[config.mk]
export PLATFORM = sky130hd
export DESIGN_NAME = imem_loader
export DESIGN_NICKNAME = d
export VERILOG_FILES = /design/src/rtl/imem_loader_pkg.sv /design/src/rtl/imem_loader_byte_packer.sv /design/src/rtl/imem_loader.sv
export SDC_FILE = /design/constraint.sdc
export NUM_CORES = 1
export LEC_CHECK = 0
export BUFFER_PORTS_ARGS = -buffer_cell sky130_fd_sc_hd__buf_2
export CAP_MARGIN = 30
export CELL_PAD_IN_SITES_DETAIL_PLACEMENT = 1
export CELL_PAD_IN_SITES_GLOBAL_PLACEMENT = 1
export CORE_ASPECT_RATIO = 0.7
export CORE_MARGIN = 3
export CORE_UTILIZATION = 46
export CTS_CLUSTER_SIZE = 10
export DETAILED_ROUTE_END_ITERATION = 8
export PLACE_DENSITY = 0.9
export SYNTH_ARGS = -nofsm -noshare
export SYNTH_HDL_FRONTEND = slang
export SYNTH_SLANG_ARGS = --single-unit
[constraint.sdc]
create_clock -name clk -period 5.9 [get_ports clk]
set_clock_uncertainty 0.2 [all_clocks]
set_input_delay 0.295 -clock clk [delete_from_list [all_inputs] [get_ports clk]]
set_output_delay 0.295 -clock clk [all_outputs]
set_load 0.03 [all_outputs]
[src/rtl/imem_loader_pkg.sv]
// Shared definitions for the instruction-memory loader: loader states, word geometry
// and the default load address.
package imem_loader_pkg;

    typedef enum logic [2:0] {
        ST_LEN,
        ST_DATA,
        ST_CHK,
        ST_DONE,
        ST_ERR
    } state_t;

    localparam int          IMEM_WORD_BYTES   = 4;
    localparam logic [31:0] DEFAULT_BASE_ADDR = 32'h0000_0000;

endpackage

[src/rtl/imem_loader_byte_packer.sv]
// Packs a byte stream MSB-first into 32-bit words; word_valid fires combinationally
// on the byte that completes a word, with the full word presented alongside.
module byte_packer
    import imem_loader_pkg::*;
(
    input  logic        clk,
    input  logic        reset,
    input  logic        clear,
    input  logic        take,
    input  logic [7:0]  data,
    output logic        word_valid,
    output logic [31:0] word
);

    logic [23:0] shift;
    logic [1:0]  idx;

    always_ff @(posedge clk or posedge reset) begin
        if (reset) begin
            shift <= '0;
            idx   <= '0;
        end else if (clear) begin
            shift <= '0;
            idx   <= '0;
        end else if (take) begin
            shift <= {shift[15:0], data};
            idx   <= idx + 2'd1;
        end
    end

    assign word_valid = take && (idx == 2'(IMEM_WORD_BYTES - 1));
    assign word       = {shift, data};

endmodule

[src/rtl/imem_loader.sv]
// Streams a length-prefixed big-endian program image into instruction memory and holds
// the CPU in reset until loaded. Define IMEM_LOADER_CHKSUM_EN for an XOR trailer check.
module imem_loader
    import imem_loader_pkg::*;
#(
    parameter logic [31:0] BASE_ADDR = DEFAULT_BASE_ADDR,
    parameter int          MAX_WORDS = 256,
    parameter int          CNT_W     = 16
) (
    input  logic             clk,
    input  logic             reset,
    input  logic             start_i,
    input  logic             byte_valid_i,
    input  logic [7:0]       byte_data_i,
    output logic             byte_ready_o,
    output logic             wr_en_imem_o,
    output logic [31:0]      wr_addr_imem_o,
    output logic [31:0]      wr_instr_imem_o,
    output logic             cpu_reset_o,
    output logic             done_o,
    output logic             err_o,
    output logic [CNT_W-1:0] words_loaded_o
);

`ifdef IMEM_LOADER_CHKSUM_EN
    localparam state_t POST_DATA = ST_CHK;
`else
    localparam state_t POST_DATA = ST_DONE;
`endif

    state_t      state, state_nx;
    logic        take, pack_take, word_valid, last_word;
    logic [31:0] word, total;

    assign byte_ready_o = (state == ST_LEN) || (state == ST_DATA) || (state == ST_CHK);
    // A byte arriving together with start_i belongs to the abandoned image.
    assign take         = byte_valid_i && byte_ready_o && !start_i;
    assign pack_take    = take && ((state == ST_LEN) || (state == ST_DATA));
    assign last_word    = (32'(words_loaded_o) + 32'd1) == total;
    assign done_o       = (state == ST_DONE);
    assign err_o        = (state == ST_ERR);

    byte_packer u_packer (
        .clk        (clk),
        .reset      (reset),
        .clear      (start_i),
        .take       (pack_take),
        .data       (byte_data_i),
        .word_valid (word_valid),
        .word       (word)
    );

    always_ff @(posedge clk or posedge reset) begin
        if (reset) state <= ST_LEN;
        else       state <= state_nx;
    end

`ifdef IMEM_LOADER_CHKSUM_EN
    logic [7:0] chksum;

    always_ff @(posedge clk or posedge reset) begin
        if (reset)          chksum <= '0;
        else if (start_i)   chksum <= '0;
        else if (pack_take) chksum <= chksum ^ byte_data_i;
    end
`endif

    always_comb begin
        state_nx = state;
        if (start_i) begin
            state_nx = ST_LEN;
        end else begin
            case (state)
                ST_LEN: begin
                    if (word_valid) begin
                        if (word > 32'(MAX_WORDS)) state_nx = ST_ERR;
                        else if (word == '0)       state_nx = POST_DATA;
                        else                       state_nx = ST_DATA;
                    end
                end
                ST_DATA: begin
                    if (word_valid && last_word) state_nx = POST_DATA;
                end
`ifdef IMEM_LOADER_CHKSUM_EN
                ST_CHK: begin
                    if (take) state_nx = (byte_data_i == chksum) ? ST_DONE : ST_ERR;
                end
`endif
                default: ;
            endcase
        end
    end

    always_ff @(posedge clk or posedge reset) begin
        if (reset) begin
            wr_en_imem_o    <= 1'b0;
            wr_addr_imem_o  <= BASE_ADDR;
            wr_instr_imem_o <= '0;
            words_loaded_o  <= '0;
            total           <= '0;
            cpu_reset_o     <= 1'b1;
        end else if (start_i) begin
            wr_en_imem_o    <= 1'b0;
            wr_addr_imem_o  <= BASE_ADDR;
            wr_instr_imem_o <= '0;
            words_loaded_o  <= '0;
            total           <= '0;
            cpu_reset_o     <= 1'b1;
        end else begin
            wr_en_imem_o <= 1'b0;
            if (state == ST_LEN && word_valid) total <= word;
            if (state == ST_DATA && word_valid) begin
                wr_en_imem_o    <= 1'b1;
                wr_addr_imem_o  <= BASE_ADDR + 32'(words_loaded_o) * 32'(IMEM_WORD_BYTES);
                wr_instr_imem_o <= word;
                words_loaded_o  <= words_loaded_o + 1'b1;
            end
            // Release one cycle after DONE is entered so the final write lands first.
            cpu_reset_o <= (state != ST_DONE);
        end
    end

endmodule
==> flow_summary.html, run 1 <==
<table>
<tr><th>Metric</th><th>Value</th></tr>
<tr><th colspan="2">STA</th></tr>
<tr><td>Final setup TNS</td><td>0 ps</td></tr>
<tr><td>Setup repair after global routing missed its margin</td><td>false</td></tr>
<tr><td>Actual slew at the worst max-slew pin</td><td>970 ps</td></tr>
<tr><td>Final number of hold-violating endpoints</td><td>0</td></tr>
<tr><td>Peak clock frequency supported by timing</td><td>315 MHz</td></tr>
<tr><td>Final number of setup-violating endpoints</td><td>0</td></tr>
<tr><td>Worst slew margin relative to its limit</td><td>0.354</td></tr>
<tr><td>Minimum clock period after layout</td><td>3180 ps</td></tr>
<tr><td>Worst Hold Margin</td><td>51.1 ps</td></tr>
<tr><td>Share of the clock period used by the worst path after layout</td><td>0.539</td></tr>
<tr><td>Count of pins over their slew limit</td><td>0</td></tr>
<tr><th colspan="2">CTS</th></tr>
<tr><td>Largest buffer count on any clock path</td><td>2</td></tr>
<tr><td>Root cell of the clock tree</td><td>sky130_fd_sc_hd__clkbuf_16</td></tr>
<tr><td>Number of setup buffers added after CTS</td><td>0</td></tr>
<tr><td>CTS tree</td><td>built</td></tr>
<tr><td>Number of levels in the clock H-tree</td><td>4</td></tr>
<tr><td>Number of sinks handled by clock tree synthesis</td><td>127</td></tr>
<tr><td>Skew-Pair Late Insertion Delay</td><td>430 ps</td></tr>
<tr><td>Clock-pin transition on the worst setup and hold timing paths</td><td>60 ps</td></tr>
<tr><td>Number of CTS-inserted buffers</td><td>17</td></tr>
<tr><th colspan="2">Die</th></tr>
<tr><td>Placement Rows</td><td>34</td></tr>
<tr><td>Chip Width</td><td>143 um</td></tr>
<tr><td>Die span in y</td><td>102 um</td></tr>
<tr><td>Die footprint</td><td>14600 um2</td></tr>
<tr><td>Floorplan core area</td><td>12600 um2</td></tr>
<tr><td>Boundary pin count</td><td>97</td></tr>
<tr><td>Effective utilization at floorplan</td><td>0.480</td></tr>
<tr><th colspan="2">Final layout</th></tr>
<tr><td>Layout overhead on the synthesized area</td><td>19.2%</td></tr>
<tr><td>Total of fill cells in the finished design</td><td>1440</td></tr>
<tr><td>Antenna cell count</td><td>0</td></tr>
<tr><td>Fraction of final layout cells sized beyond drive strength 1</td><td>0.179</td></tr>
<tr><td>Final Net Count</td><td>760</td></tr>
<tr><td>Count of non-filler cells in the finished layout</td><td>921</td></tr>
<tr><td>Total non-filler cell area in the finished layout</td><td>7220 um2</td></tr>
<tr><th colspan="2">Job</th></tr>
<tr><td>Max-cap viol count</td><td>0</td></tr>
<tr><th colspan="2">Critical path</th></tr>
<tr><td>Worst-path fanout max</td><td>31</td></tr>
<tr><td>Data required time at the worst endpoint</td><td>6020 ps</td></tr>
<tr><td>Kind of launch point of the worst setup path</td><td>flip-flop</td></tr>
<tr><td>Worst endpoint data arrival time</td><td>3300 ps</td></tr>
<tr><td>Crit Path Class</td><td>reg2reg</td></tr>
<tr><td>FF-to-FF setup slack</td><td>2720 ps</td></tr>
<tr><td>Terminus of the critical flop-to-flop path</td><td>state[1]$_DFFE_PP0P_</td></tr>
<tr><td>R2r startpoint</td><td>state[1]$_DFFE_PP0P_</td></tr>
<tr><td>Cell depth of the worst flop-to-flop path</td><td>7</td></tr>
<tr><td>Setup crit start</td><td>state[1]$_DFFE_PP0P_</td></tr>
<tr><td>Endpoint type of the worst setup path</td><td>flip-flop</td></tr>
<tr><td>Crit path capture</td><td>state[1]$_DFFE_PP0P_</td></tr>
<tr><th colspan="2">Global routing</th></tr>
<tr><td>Antenna violations before repair</td><td>0</td></tr>
<tr><td>GR met1 Demand/Resource</td><td>0.372</td></tr>
<tr><td>Total global-route track usage</td><td>0.283</td></tr>
<tr><td>Via count of the first global-routing pass</td><td>5734</td></tr>
<tr><td>Global routing usage on met3</td><td>0.0580</td></tr>
<tr><td>Most heavily used metal layer in global routing</td><td>met2</td></tr>
<tr><td>Routing usage on met2</td><td>0.459</td></tr>
<tr><td>Grt total ovfl</td><td>0</td></tr>
<tr><td>Global-route wire length before repair</td><td>31600 um</td></tr>
<tr><td>Maximum number of pins on one net before global-route repair</td><td>97</td></tr>
<tr><th colspan="2">Synth</th></tr>
<tr><td>Synthesized-area fraction occupied by xor and xnor cells</td><td>0.0520</td></tr>
<tr><td>Sequential fraction of the synthesis area</td><td>0.525</td></tr>
<tr><td>Synthesized area per cell</td><td>8.89 um2</td></tr>
<tr><td>Total standard cell area after synthesis</td><td>6060 um2</td></tr>
<tr><td>Fraction of the mapped netlist area in simple logic gates</td><td>0.253</td></tr>
<tr><td>Largest family of logic cells by synthesized area</td><td>simple AND/OR/NAND/NOR gates</td></tr>
<tr><td>Async set-reset flop share out of synthesis</td><td>1.00</td></tr>
<tr><td>Register bit count reported by yosys</td><td>127</td></tr>
<tr><td>Complex-gate fraction of the synthesized area</td><td>0.102</td></tr>
<tr><td>Number of flops mapped to enable cells by yosys</td><td>0</td></tr>
<tr><td>Synthesized instance count</td><td>682</td></tr>
<tr><td>Most instantiated flip-flop cell in the synthesis netlist</td><td>sky130_fd_sc_hd__dfrtp_1</td></tr>
<tr><td>Number of library cell types mapped by synthesis</td><td>49</td></tr>
<tr><td>Synth Area in Adders</td><td>0.00413</td></tr>
<tr><td>Mux contribution to synthesized area</td><td>0.00372</td></tr>
<tr><td>Synth warnings</td><td>0</td></tr>
<tr><th colspan="2">Pwr</th></tr>
<tr><td>Lkg Pwr</td><td>3.42 nW</td></tr>
<tr><td>Cell Pwr Density</td><td>294 nW/um2</td></tr>
<tr><td>Max VDD drop</td><td>228 uV</td></tr>
<tr><th colspan="2">Detailed routing</th></tr>
<tr><td>Post-DRT Antenna Nets</td><td>0</td></tr>
<tr><td>Final wirelength</td><td>20000 um</td></tr>
<tr><td>Number of DRC violations after detailed routing</td><td>0</td></tr>
<tr><td>Vias per cell</td><td>5.94</td></tr>
<tr><td>Wire per inst</td><td>21.7 um</td></tr>
<tr><td>DRT Pass-1 Iters</td><td>7</td></tr>
<tr><td>Total number of vias</td><td>5467</td></tr>
<tr><td>Initial DRC count</td><td>488</td></tr>
<tr><th colspan="2">Outcome</th></tr>
<tr><td>Result of the run</td><td>finished, final reports clean</td></tr>
<tr><th colspan="2">Worst hold path</th></tr>
<tr><td>Kind of path behind the tightest hold check</td><td>in2reg</td></tr>
<tr><th colspan="2">Placed design</th></tr>
<tr><td>Number of I/O port buffers</td><td>80</td></tr>
<tr><td>Detailed-placement wirelength estimate</td><td>11900 um</td></tr>
<tr><td>Post-Place Cells</td><td>878</td></tr>
<tr><td>Placer Congestion</td><td>0.880</td></tr>
<tr><td>Cell area reported after detailed placement</td><td>6450 um2</td></tr>
</table>
## logic make-up (layout without fill, tap and decap cells)
kind of cell	after synthesis	after routing
and+or+nand+nor	332	332
AOI/OAI and AO/OA	113	113
muxes	2	2
buffers and inverters	69	131
other	1	16
adders and majority gates	2	2
xor gates and xnor gates	36	36
DFF	127	127
## cell usage after synthesis (2+ instances only)
master,count,area (um2)
sky130_fd_sc_hd__o21ai_0,5,25.0
sky130_fd_sc_hd__nand3b_1,19,143
sky130_fd_sc_hd__nand2_1,226,848
sky130_fd_sc_hd__xnor2_1,19,166
sky130_fd_sc_hd__buf_2,3,15.0
sky130_fd_sc_hd__ha_1,2,25.0
sky130_fd_sc_hd__xor2_1,17,149
sky130_fd_sc_hd__nand4_4,2,42.5
sky130_fd_sc_hd__nor3_1,8,40.0
sky130_fd_sc_hd__nand3_1,10,50.1
sky130_fd_sc_hd__mux2_2,2,22.5
sky130_fd_sc_hd__a31oi_1,3,18.8
sky130_fd_sc_hd__buf_6,2,22.5
sky130_fd_sc_hd__nor2_1,29,109
sky130_fd_sc_hd__and3_1,3,18.8
sky130_fd_sc_hd__clkbuf_1,38,143
sky130_fd_sc_hd__dfrtp_1,126,3150
sky130_fd_sc_hd__nand4_1,7,43.8
sky130_fd_sc_hd__a21oi_1,94,470
sky130_fd_sc_hd__nor4_1,13,81.3
sky130_fd_sc_hd__buf_4,23,173
sky130_fd_sc_hd__nor3b_1,3,22.5
sky130_fd_sc_hd__a211oi_1,2,15.0
## state kept, by name, indices dropped and copies added, names as in the netlist, 2 cells and up
signal / count
state: 3
wr_addr_imem_o: 16
total: 32
u_packer.shift: 24
words_loaded_o: 16
u_packer.idx: 2
wr_instr_imem_o: 32
## final cells by class
class	count	area, um2	area share
clock buffer	22	474	0.0656
timing repair buffer	97	621	0.0859
clock inverter	10	159	0.0220
tap	162	203	0.0281
multi-input combinational	501	2580	0.357
inverter	2	10.0	0.00139
sequential	127	3180	0.440
## how the worst min path moves through the flow
stage,from,endpoint,cells past startpoint,slack (ps)
finish,start_i,words_loaded_o[8]$_DFFE_PP0P_,2,50
detailed placement,wr_addr_imem_o[16]$_DFFE_PP0P_,wr_addr_imem_o[16]$_DFFE_PP0P_,2,300
global placement,wr_addr_imem_o[17]$_DFFE_PP0P_,wr_addr_imem_o[17]$_DFFE_PP0P_,2,290
CTS,start_i,words_loaded_o[8]$_DFFE_PP0P_,2,40
floorplan,byte_data_i[0],total[0]$_DFFE_PP0P_,2,230
global route,start_i,words_loaded_o[12]$_DFFE_PP0P_,2,80
## stage by stage
| stage | power (mW) | setup slack [ps] | utilization |
|---|---|---|---|
| finish | 2.13 | 2720 | 0.572 |
| global route | 2.19 | 2560 | 0.572 |
| CTS | 2.13 | 2820 | 0.567 |
| detailed placement | 0.991 | 2770 | 0.510 |
| global placement | 0.985 | 2920 | 0.507 |
| floorplan | 0.970 | 2020 | - |
## critical path: stages (launching register included)
cell and delay (ps):
sky130_fd_sc_hd__dfrtp_1 490, sky130_fd_sc_hd__nor2b_1 330, sky130_fd_sc_hd__nand4_2 610, sky130_fd_sc_hd__buf_4 490, sky130_fd_sc_hd__a211oi_1 230, sky130_fd_sc_hd__o311a_1 220
sky130_fd_sc_hd__nand4_1 120, sky130_fd_sc_hd__o41ai_2 360
## routing by layer
layer,vias up,routed length [um]
li1,2360,-
met1,2803,8200
met2,243,9720
met3,61,1440
met4,0,639
met5,-,0
## cells in the final DEF (no fill, tap or decap), types with 2 or more instances in the layout
cell type                       synthesis  routed
sky130_fd_sc_hd__buf_16                 0       3
sky130_fd_sc_hd__xor2_1                17      17
sky130_fd_sc_hd__conb_1                 1      16
sky130_fd_sc_hd__mux2_2                 2       2
sky130_fd_sc_hd__nand3_1               10      10
sky130_fd_sc_hd__nor2_1                29      29
sky130_fd_sc_hd__clkbuf_1              38       2
sky130_fd_sc_hd__buf_2                  3      79
sky130_fd_sc_hd__dfrtp_1              126     126
sky130_fd_sc_hd__clkinvlp_4             0       2
sky130_fd_sc_hd__o21ai_0                5       5
sky130_fd_sc_hd__dlygate4sd3_1          0       9
sky130_fd_sc_hd__nand3b_1              19      19
sky130_fd_sc_hd__a21oi_1               94      94
sky130_fd_sc_hd__xnor2_1               19      19
sky130_fd_sc_hd__ha_1                   2       2
sky130_fd_sc_hd__a211oi_1               2       2
sky130_fd_sc_hd__nand4_1                7       7
sky130_fd_sc_hd__and3_1                 3       3
sky130_fd_sc_hd__a31oi_1                3       3
sky130_fd_sc_hd__nor3b_1                3       2
sky130_fd_sc_hd__bufinv_16              0       4
sky130_fd_sc_hd__nand2_1              226     226
sky130_fd_sc_hd__buf_4                 23       5
sky130_fd_sc_hd__nor3_1                 8       8
sky130_fd_sc_hd__clkinv_2               0       3
sky130_fd_sc_hd__clkbuf_16              0      17
sky130_fd_sc_hd__nor4_1                13      13
sky130_fd_sc_hd__clkbuf_8               0       3
sky130_fd_sc_hd__nand4_4                2       2
## power breakdown
part	total [mW]	internal (mW)	switching (mW)	leakage, nW
logic	0.0966	0.0248	0.0718	1.35
clock network	1.14	0.739	0.398	0.306
registers	0.891	0.878	0.0130	1.76
## repair_timing
| action | CTS | global route |
|---|---|---|
| hold endpoints to repair | 103 | 0 |
| resized for setup | 0 | 0 |
| setup endpoints to repair | 0 | 0 |
| hold buffers | 9 | 0 |
(Power assumes the default switching activity.)
==> run 2, diff against run 1 <==
--- a/config.mk
+++ b/config.mk
@@ -11,10 +11,10 @@
 export CELL_PAD_IN_SITES_GLOBAL_PLACEMENT = 1
 export CORE_ASPECT_RATIO = 0.7
 export CORE_MARGIN = 3
-export CORE_UTILIZATION = 46
+export CORE_UTILIZATION = 39
 export CTS_CLUSTER_SIZE = 10
 export DETAILED_ROUTE_END_ITERATION = 8
-export PLACE_DENSITY = 0.9
+export PLACE_DENSITY = 0.82
 export SYNTH_ARGS = -nofsm -noshare
 export SYNTH_HDL_FRONTEND = slang
 export SYNTH_SLANG_ARGS = --single-unit
==> constraint.sdc (replaced) <==
create_clock -name clk -period 2.6 [get_ports clk]
set_clock_uncertainty 0.2 [all_clocks]
set_input_delay 0.13 -clock clk [delete_from_list [all_inputs] [get_ports clk]]
set_output_delay 0.13 -clock clk [all_outputs]
set_load 0.03 [all_outputs]
==> run 2 against run 1 <==
Against the previous run: fmax increased by 30%; global-route usage decreased by 6.2 points; first-iteration DRC count down 40%; critical path type unchanged; largest power group unchanged.
==> flow_summary.html, run 2 (same netlist as run 1, synthesis figures left out) <==
<table>
<tr><th>Metric</th><th>Value</th></tr>
<tr><th colspan="2">Die</th></tr>
<tr><td>Die span in y</td><td>110 um (was 102 um)</td></tr>
<tr><td>Placement Rows</td><td>37 (was 34)</td></tr>
<tr><td>Chip Width</td><td>155 um (was 143 um)</td></tr>
<tr><td>Effective utilization at floorplan</td><td>0.405 (was 0.480)</td></tr>
<tr><td>Floorplan core area</td><td>15000 um2 (was 12600 um2)</td></tr>
<tr><td>Die footprint</td><td>17100 um2 (was 14600 um2)</td></tr>
<tr><td>Boundary pin count</td><td>97 (unchanged)</td></tr>
<tr><th colspan="2">Final layout</th></tr>
<tr><td>Top library cells by usage in the layout, fill and taps aside</td><td>226 x sky130_fd_sc_hd__nand2_1, 122 x sky130_fd_sc_hd__dfrtp_1, 94 x sky130_fd_sc_hd__a21oi_1, 79 x sky130_fd_sc_hd__buf_2, 29 x sky130_fd_sc_hd__nor2_1 (was 226 x sky130_fd_sc_hd__nand2_1, 126 x sky130_fd_sc_hd__dfrtp_1, 94 x sky130_fd_sc_hd__a21oi_1, 79 x sky130_fd_sc_hd__buf_2, 29 x sky130_fd_sc_hd__nor2_1)</td></tr>
<tr><td>Registers with the highest flip-flop counts</td><td>total: 32 flops, wr_instr_imem_o: 32 flops, u_packer.shift: 24 flops (unchanged)</td></tr>
<tr><td>Total non-filler cell area in the finished layout</td><td>7320 um2 (was 7220 um2)</td></tr>
<tr><td>Final Net Count</td><td>775 (was 760)</td></tr>
<tr><td>Total of fill cells in the finished design</td><td>1744 (was 1440)</td></tr>
<tr><td>Leading cell type in the layout, fill and taps excluded</td><td>sky130_fd_sc_hd__nand2_1 (unchanged)</td></tr>
<tr><td>Layout overhead on the synthesized area</td><td>20.8% (was 19.2%)</td></tr>
<tr><td>Fraction of final layout cells sized beyond drive strength 1</td><td>0.198 (was 0.179)</td></tr>
<tr><td>Antenna cell count</td><td>0 (unchanged)</td></tr>
<tr><th colspan="2">Worst hold path</th></tr>
<tr><td>Kind of path behind the tightest hold check</td><td>in2async (was in2reg)</td></tr>
<tr><th colspan="2">Placed design</th></tr>
<tr><td>Number of I/O port buffers</td><td>80 (unchanged)</td></tr>
<tr><td>Cell area reported after detailed placement</td><td>6610 um2 (was 6450 um2)</td></tr>
<tr><td>Detailed-placement wirelength estimate</td><td>12500 um (was 11900 um)</td></tr>
<tr><td>Placer Congestion</td><td>0.843 (was 0.880)</td></tr>
<tr><td>Worst setup timing slack at the placement stage</td><td>137 ps (was 2770 ps)</td></tr>
<tr><th colspan="2">CTS</th></tr>
<tr><td>Root cell of the clock tree</td><td>sky130_fd_sc_hd__clkbuf_16 (unchanged)</td></tr>
<tr><td>CTS tree</td><td>built (unchanged)</td></tr>
<tr><td>Number of levels in the clock H-tree</td><td>4 (unchanged)</td></tr>
<tr><td>Number of sinks handled by clock tree synthesis</td><td>127 (unchanged)</td></tr>
<tr><td>Skew-Pair Late Insertion Delay</td><td>410 ps (was 430 ps)</td></tr>
<tr><td>Number of CTS-inserted buffers</td><td>17 (unchanged)</td></tr>
<tr><td>Clock-pin transition on the worst setup and hold timing paths</td><td>60 ps (about the same)</td></tr>
<tr><td>Largest buffer count on any clock path</td><td>2 (unchanged)</td></tr>
<tr><td>Number of setup buffers added after CTS</td><td>0 (unchanged)</td></tr>
<tr><th colspan="2">Global routing</th></tr>
<tr><td>Global-route wire length before repair</td><td>29400 um (was 31600 um)</td></tr>
<tr><td>Antenna violations before repair</td><td>0 (unchanged)</td></tr>
<tr><td>Total global-route track usage</td><td>0.221 (was 0.283)</td></tr>
<tr><td>Via count of the first global-routing pass</td><td>5380 (was 5734)</td></tr>
<tr><td>Maximum number of pins on one net before global-route repair</td><td>67 (was 97)</td></tr>
<tr><td>Grt total ovfl</td><td>0 (unchanged)</td></tr>
<tr><th colspan="2">Critical path</th></tr>
<tr><td>Worst-path fanout max</td><td>8 (was 31)</td></tr>
<tr><td>Endpoint type of the worst setup path</td><td>flip-flop (unchanged)</td></tr>
<tr><td>Crit Path Class</td><td>reg2reg (unchanged)</td></tr>
<tr><td>Family with the most delay on the worst path</td><td>simple AND/OR/NAND/NOR gates (unchanged)</td></tr>
<tr><td>Data required time at the worst endpoint</td><td>2710 ps (was 6020 ps)</td></tr>
<tr><td>Slowest-stage cell, CP</td><td>sky130_fd_sc_hd__mux2_2 (was sky130_fd_sc_hd__nand4_2)</td></tr>
<tr><td>Worst path cell trace</td><td>ha_2 -&gt; nand3_4 -&gt; nor3_1 -&gt; mux2_2 -&gt; nor4_4 -&gt; nand4_1 -&gt; o41ai_2 (was nor2b_1 -&gt; nand4_2 -&gt; buf_4 -&gt; a211oi_1 -&gt; o311a_1 -&gt; nand4_1 -&gt; o41ai_2)</td></tr>
<tr><td>Kind of launch point of the worst setup path</td><td>flip-flop (unchanged)</td></tr>
<tr><td>Buffering stage count on the worst path with inverters included</td><td>0 (was 1)</td></tr>
<tr><td>Worst endpoint data arrival time</td><td>2540 ps (was 3300 ps)</td></tr>
<tr><td>Biggest cell delay along the critical path</td><td>380 ps (was 610 ps)</td></tr>
<tr><th colspan="2">STA</th></tr>
<tr><td>Final setup TNS</td><td>0 ps (unchanged)</td></tr>
<tr><td>Count of pins over their slew limit</td><td>0 (unchanged)</td></tr>
<tr><td>Setup slack of the critical path after layout</td><td>161 ps (was 2720 ps)</td></tr>
<tr><td>Share of the clock period used by the worst path after layout</td><td>0.938 (was 0.539)</td></tr>
<tr><td>Actual slew at the worst max-slew pin</td><td>655 ps (was 970 ps)</td></tr>
<tr><td>Final number of hold-violating endpoints</td><td>0 (unchanged)</td></tr>
<tr><td>Worst slew margin relative to its limit</td><td>0.564 (was 0.354)</td></tr>
<tr><td>Final number of setup-violating endpoints</td><td>0 (unchanged)</td></tr>
<tr><td>Minimum clock period after layout</td><td>2440 ps (was 3180 ps)</td></tr>
<tr><td>Peak clock frequency supported by timing</td><td>410 MHz (was 315 MHz)</td></tr>
<tr><td>Setup repair after global routing missed its margin</td><td>false (unchanged)</td></tr>
<tr><th colspan="2">Job</th></tr>
<tr><td>Max-cap viol count</td><td>0 (unchanged)</td></tr>
<tr><th colspan="2">Pwr</th></tr>
<tr><td>Lkg Pwr</td><td>3.46 nW (was 3.42 nW)</td></tr>
<tr><td>Cell Pwr Density</td><td>628 nW/um2 (was 294 nW/um2)</td></tr>
<tr><td>Max VDD drop</td><td>476 uV (was 228 uV)</td></tr>
<tr><th colspan="2">Detailed routing</th></tr>
<tr><td>Number of DRC violations after detailed routing</td><td>0 (unchanged)</td></tr>
<tr><td>Post-DRT Antenna Nets</td><td>0 (unchanged)</td></tr>
<tr><td>Vias per cell</td><td>5.34 (was 5.94)</td></tr>
<tr><td>DRT Pass-1 Iters</td><td>4 (was 7)</td></tr>
<tr><td>Wire per inst</td><td>19.0 um (was 21.7 um)</td></tr>
<tr><td>Total number of vias</td><td>5168 (was 5467)</td></tr>
<tr><td>Final wirelength</td><td>18300 um (was 20000 um)</td></tr>
<tr><td>Initial DRC count</td><td>293 (was 488)</td></tr>
<tr><th colspan="2">Outcome</th></tr>
<tr><td>Result of the run</td><td>finished, final reports clean (unchanged)</td></tr>
</table>
## run 2: power by group
group | switching [mW] | internal [mW] | total, mW
Sequential | 0.0287 | 1.99 | 2.02
Combinational | 0.158 | 0.0573 | 0.216
Clock | 0.833 | 1.53 | 2.36
## run 2: path summary, 6_finish.rpt
path                                                 from                              to  slack [ps]  cells after the start
max                         words_loaded_o[0]$_DFFE_PP0P_            state[1]$_DFFE_PP0P_         160                      7
min                                                 reset   wr_addr_imem_o[3]$_DFFE_PP0P_          70                      3
max reg2reg                 words_loaded_o[0]$_DFFE_PP0P_            state[1]$_DFFE_PP0P_         160                      7
min reg2reg                wr_addr_imem_o[17]$_DFFE_PP0P_  wr_addr_imem_o[17]$_DFFE_PP0P_         310                      2
max in group asynchronous                           reset           cpu_reset_o$_DFF_PP1_        1460                      4
min in group clk                             byte_valid_i     u_packer.idx[1]$_DFFE_PP0P_         200                      5
## run 2: repair_timing
item | in CTS | in global routing
endpoints found under the hold margin | 151 | 0
setup endpoints to repair | 0 | 1
gates resized for setup | 0 | 4
hold buffers | 10 | 0
## run 2: area by class of cell
| cell class | instances | area [um2] | share of cell area |
|---|---|---|---|
| multi-input combinational | 501 | 2580 | 0.353 |
| inverter | 2 | 11.3 | 0.00154 |
| sequential | 127 | 3180 | 0.435 |
| clock inverter | 6 | 80.1 | 0.0109 |
| tap | 195 | 244 | 0.0333 |
| clock buffer | 25 | 505 | 0.0691 |
| timing repair buffer | 112 | 713 | 0.0974 |
## run 2: tightest hold or removal path: stages
cell and delay [ps]:
sky130_fd_sc_hd__dlygate4sd3_1 520, sky130_fd_sc_hd__buf_2 130, sky130_fd_sc_hd__clkinvlp_4 310
## run 2: metal layers
layer  GRT usage  vias up  share of wire
met1       0.318     2646           0.48
li1            -     2390              -
met3      0.0460       16          0.045
met5           0        -              0
met4      0.0536        0         0.0095
met2       0.344      116           0.47
## run 2: through the flow
step	hold WS [ps]	utilization	total power, mW	std cells
finish	68.4	0.489	4.60	968
global route	92.3	0.489	4.75	968
CTS	69.5	0.488	4.64	967
detailed placement	-31.7	0.442	2.26	926
global placement	-46.3	0.442	2.25	926
floorplan	60.7	-	2.20	697
==> run 3, diff against run 2 <==
==> constraint.sdc (replaced) <==
create_clock -name clk -period 2.6 [get_ports clk]
set_clock_uncertainty 0.2 [all_clocks]
set_input_delay 0.39 -clock clk [delete_from_list [all_inputs] [get_ports clk]]
set_output_delay 0.39 -clock clk [all_outputs]
set_load 0.03 [all_outputs]
==> run 3 against run 2 <==
Against the previous run: sequential cell count did not move; global-route usage rose by 0.88 points; register-to-register slack improved by 30 ps; first-iteration DRC count rose by 21%; count of clock-buffer cells in the layout fell by 6; sequential share of layout area fell by 0.091 points; power rose by 11%; non-clock buffer count fell by 9; highest routed layer unchanged.
==> flow_summary.html, run 3 (same netlist as run 1, synthesis figures left out) <==
<table>
<tr><th>Metric</th><th>Value</th></tr>
<tr><th colspan="2">Outcome</th></tr>
<tr><td>Result of the run</td><td>finished, final reports clean (unchanged)</td></tr>
<tr><th colspan="2">Final layout</th></tr>
<tr><td>Layout overhead on the synthesized area</td><td>21.0% (was 20.8%)</td></tr>
<tr><td>Top library cells by usage in the layout, fill and taps aside</td><td>226 x sky130_fd_sc_hd__nand2_1, 123 x sky130_fd_sc_hd__dfrtp_1, 94 x sky130_fd_sc_hd__a21oi_1, 79 x sky130_fd_sc_hd__buf_2, 29 x sky130_fd_sc_hd__nor2_1 (was 226 x sky130_fd_sc_hd__nand2_1, 122 x sky130_fd_sc_hd__dfrtp_1, 94 x sky130_fd_sc_hd__a21oi_1, 79 x sky130_fd_sc_hd__buf_2, 29 x sky130_fd_sc_hd__nor2_1)</td></tr>
<tr><td>Fraction of final layout cells sized beyond drive strength 1</td><td>0.204 (was 0.198)</td></tr>
<tr><td>Antenna cell count</td><td>0 (unchanged)</td></tr>
<tr><td>Final Net Count</td><td>766 (was 775)</td></tr>
<tr><td>Area of combinational cells with multiple inputs</td><td>2580 um2 (unchanged)</td></tr>
<tr><td>Total of fill cells in the finished design</td><td>1761 (was 1744)</td></tr>
<tr><td>Leading cell type in the layout, fill and taps excluded</td><td>sky130_fd_sc_hd__nand2_1 (unchanged)</td></tr>
<tr><td>Footprint of the flip-flops and latches</td><td>3180 um2 (about the same)</td></tr>
<tr><td>Registers with the highest flip-flop counts</td><td>total: 32 flops, wr_instr_imem_o: 32 flops, u_packer.shift: 24 flops (unchanged)</td></tr>
<tr><th colspan="2">CTS</th></tr>
<tr><td>Number of setup buffers added after CTS</td><td>0 (unchanged)</td></tr>
<tr><td>Skew-Pair Late Insertion Delay</td><td>420 ps (was 410 ps)</td></tr>
<tr><td>Number of levels in the clock H-tree</td><td>4 (unchanged)</td></tr>
<tr><td>Largest buffer count on any clock path</td><td>2 (unchanged)</td></tr>
<tr><td>Clock-pin transition on the worst setup and hold timing paths</td><td>60 ps (about the same)</td></tr>
<tr><td>Number of sinks handled by clock tree synthesis</td><td>127 (unchanged)</td></tr>
<tr><td>Number of CTS-inserted buffers</td><td>17 (unchanged)</td></tr>
<tr><td>CTS tree</td><td>built (unchanged)</td></tr>
<tr><td>Root cell of the clock tree</td><td>sky130_fd_sc_hd__clkbuf_16 (unchanged)</td></tr>
<tr><th colspan="2">Detailed routing</th></tr>
<tr><td>Total number of vias</td><td>5234 (was 5168)</td></tr>
<tr><td>Vias per cell</td><td>5.45 (was 5.34)</td></tr>
<tr><td>Final wirelength</td><td>18800 um (was 18300 um)</td></tr>
<tr><td>DRT Pass-1 Iters</td><td>5 (was 4)</td></tr>
<tr><td>Post-DRT Antenna Nets</td><td>0 (unchanged)</td></tr>
<tr><td>Initial DRC count</td><td>354 (was 293)</td></tr>
<tr><td>Number of DRC violations after detailed routing</td><td>0 (unchanged)</td></tr>
<tr><td>Wire per inst</td><td>19.6 um (was 19.0 um)</td></tr>
<tr><th colspan="2">Global routing</th></tr>
<tr><td>Global-route wire length before repair</td><td>30400 um (was 29400 um)</td></tr>
<tr><td>Antenna violations before repair</td><td>0 (unchanged)</td></tr>
<tr><td>Total global-route track usage</td><td>0.229 (was 0.221)</td></tr>
<tr><td>Via count of the first global-routing pass</td><td>5504 (was 5380)</td></tr>
<tr><td>Grt total ovfl</td><td>0 (unchanged)</td></tr>
<tr><td>Maximum number of pins on one net before global-route repair</td><td>65 (was 67)</td></tr>
<tr><th colspan="2">STA</th></tr>
<tr><td>Worst slew margin relative to its limit</td><td>0.564 (about the same)</td></tr>
<tr><td>Final number of setup-violating endpoints</td><td>0 (unchanged)</td></tr>
<tr><td>Minimum clock period after layout</td><td>2410 ps (was 2440 ps)</td></tr>
<tr><td>Peak clock frequency supported by timing</td><td>416 MHz (was 410 MHz)</td></tr>
<tr><td>Final number of hold-violating endpoints</td><td>0 (unchanged)</td></tr>
<tr><td>Share of the clock period used by the worst path after layout</td><td>0.925 (was 0.938)</td></tr>
<tr><td>Actual slew at the worst max-slew pin</td><td>654 ps (was 655 ps)</td></tr>
<tr><td>Count of pins over their slew limit</td><td>0 (unchanged)</td></tr>
<tr><td>Setup repair after global routing missed its margin</td><td>false (unchanged)</td></tr>
<tr><td>Final setup TNS</td><td>0 ps (unchanged)</td></tr>
<tr><td>Worst Hold Margin</td><td>33.6 ps (was 68.4 ps)</td></tr>
<tr><th colspan="2">Die</th></tr>
<tr><td>Die span in y</td><td>110 um (unchanged)</td></tr>
<tr><td>Chip Width</td><td>155 um (unchanged)</td></tr>
<tr><td>Floorplan core area</td><td>15000 um2 (unchanged)</td></tr>
<tr><td>Placement Rows</td><td>37 (unchanged)</td></tr>
<tr><td>Boundary pin count</td><td>97 (unchanged)</td></tr>
<tr><td>Effective utilization at floorplan</td><td>0.405 (unchanged)</td></tr>
<tr><td>Die footprint</td><td>17100 um2 (unchanged)</td></tr>
<tr><th colspan="2">Placed design</th></tr>
<tr><td>Number of I/O port buffers</td><td>80 (unchanged)</td></tr>
<tr><td>Detailed-placement wirelength estimate</td><td>12600 um (was 12500 um)</td></tr>
<tr><td>Placer Congestion</td><td>0.863 (was 0.843)</td></tr>
<tr><th colspan="2">Critical path</th></tr>
<tr><td>Data required time at the worst endpoint</td><td>2720 ps (was 2710 ps)</td></tr>
<tr><td>Slowest-stage cell, CP</td><td>sky130_fd_sc_hd__mux2_2 (unchanged)</td></tr>
<tr><td>Kind of launch point of the worst setup path</td><td>flip-flop (unchanged)</td></tr>
<tr><td>Worst path cell trace</td><td>ha_2 -&gt; nand3_4 -&gt; nor3_1 -&gt; mux2_2 -&gt; nor4_4 -&gt; nand4_1 -&gt; o41ai_2 (unchanged)</td></tr>
<tr><td>Family with the most delay on the worst path</td><td>simple AND/OR/NAND/NOR gates (unchanged)</td></tr>
<tr><td>Worst endpoint data arrival time</td><td>2520 ps (was 2540 ps)</td></tr>
<tr><td>Biggest cell delay along the critical path</td><td>390 ps (was 380 ps)</td></tr>
<tr><td>Worst-path fanout max</td><td>8 (unchanged)</td></tr>
<tr><td>Crit Path Class</td><td>reg2reg (unchanged)</td></tr>
<tr><td>Endpoint type of the worst setup path</td><td>flip-flop (unchanged)</td></tr>
<tr><td>Buffering stage count on the worst path with inverters included</td><td>0 (unchanged)</td></tr>
<tr><th colspan="2">Pwr</th></tr>
<tr><td>Internal portion of total power</td><td>3.99 mW (was 3.58 mW)</td></tr>
<tr><td>Reg power frac</td><td>0.397 (was 0.440)</td></tr>
<tr><td>Cell Pwr Density</td><td>694 nW/um2 (was 628 nW/um2)</td></tr>
<tr><td>Switching power</td><td>1.10 mW (was 1.02 mW)</td></tr>
<tr><td>Max VDD drop</td><td>387 uV (was 476 uV)</td></tr>
<tr><td>Combinational share of power</td><td>0.040 (was 0.047)</td></tr>
<tr><td>Power share of the clock group</td><td>0.563 (was 0.513)</td></tr>
<tr><td>Switching Share</td><td>0.216 (was 0.222)</td></tr>
<tr><td>Lkg Pwr</td><td>3.46 nW (about the same)</td></tr>
<tr><th colspan="2">Job</th></tr>
<tr><td>Max-cap viol count</td><td>0 (unchanged)</td></tr>
<tr><th colspan="2">Worst hold path</th></tr>
<tr><td>Kind of path behind the tightest hold check</td><td>in2reg (was in2async)</td></tr>
</table>
-- run 3: cell types whose count changed in the layout (fill, tap and decap cells not counted), moves of 2 or more --
cell                            previous run  this run
sky130_fd_sc_hd__inv_6                     0         2
sky130_fd_sc_hd__clkbuf_1                  3         0
sky130_fd_sc_hd__dlygate4sd3_1            10         1
sky130_fd_sc_hd__clkinv_2                  4         1
sky130_fd_sc_hd__clkbuf_8                  5         2
sky130_fd_sc_hd__clkinvlp_4                1         3
sky130_fd_sc_hd__bufinv_16                 2         7
sky130_fd_sc_hd__buf_4                    19        21
-- run 3: area by class of cell --
type,count,area share
Sequential cell,127,0.434
Timing Repair Buffer,103,0.0823
Multi-Input combinational cell,501,0.352
Clock buffer,19,0.0618
Tap cell,195,0.0333
Clock inverter,13,0.0350
Inverter,2,0.00154
-- run 3: final timing paths --
path	startpoint	to	slack [ps]	cells after the start
max in group asynchronous	reset	cpu_reset_o$_DFF_PP1_	1200	4
min	start_i	total[12]$_DFFE_PP0P_	30	2
min reg2reg	wr_addr_imem_o[10]$_DFFE_PP0P_	wr_addr_imem_o[10]$_DFFE_PP0P_	310	2
min in group asynchronous	reset	wr_addr_imem_o[4]$_DFFE_PP0P_	340	3
max reg2reg	words_loaded_o[1]$_DFFE_PP0P_	state[1]$_DFFE_PP0P_	190	7
max	words_loaded_o[1]$_DFFE_PP0P_	state[1]$_DFFE_PP0P_	190	7
-- run 3: through the flow --
step                      total power, mW  setup WS [ps]  cells  cell area, um2   util
after global placement               2.25            215    927            6610  0.442
final                                5.09            194    960            7330  0.490
after floorplan                      2.20           36.2    697            6120      -
after CTS                            5.14           90.9    960            7330  0.490
after global routing                 5.27           7.22    960            7330  0.490
after detailed placement             2.26            113    927            6610  0.442
-- run 3: repair_timing --
item / CTS / global route
gates resized for setup: 0 / 3
endpoints found under the hold margin: 16 / 0
hold buffers: 1 / 0
setup endpoints to repair: 0 / 1
-- run 3: per-layer routing --
| layer | routed length (um) | vias up | GRT usage |
|---|---|---|---|
| li1 | - | 2374 | - |
| met1 | 8700 | 2685 | 0.312 |
| met2 | 8790 | 146 | 0.371 |
| met3 | 979 | 29 | 0.0542 |
| met4 | 327 | 0 | 0.0649 |
| met5 | 0 | - | 0 |
-- run 3: power groups by stage --
stage          combinational, mW  sequential (mW)  clock (mW)
3_5_place_dp               0.204             2.05           0
6_report                   0.205             2.02        2.87
3_3_place_gp               0.194             2.05           0
4_1_cts                    0.207             2.02        2.91
2_1_floorplan              0.158             2.04           0
5_1_grt                    0.226             2.02        3.02
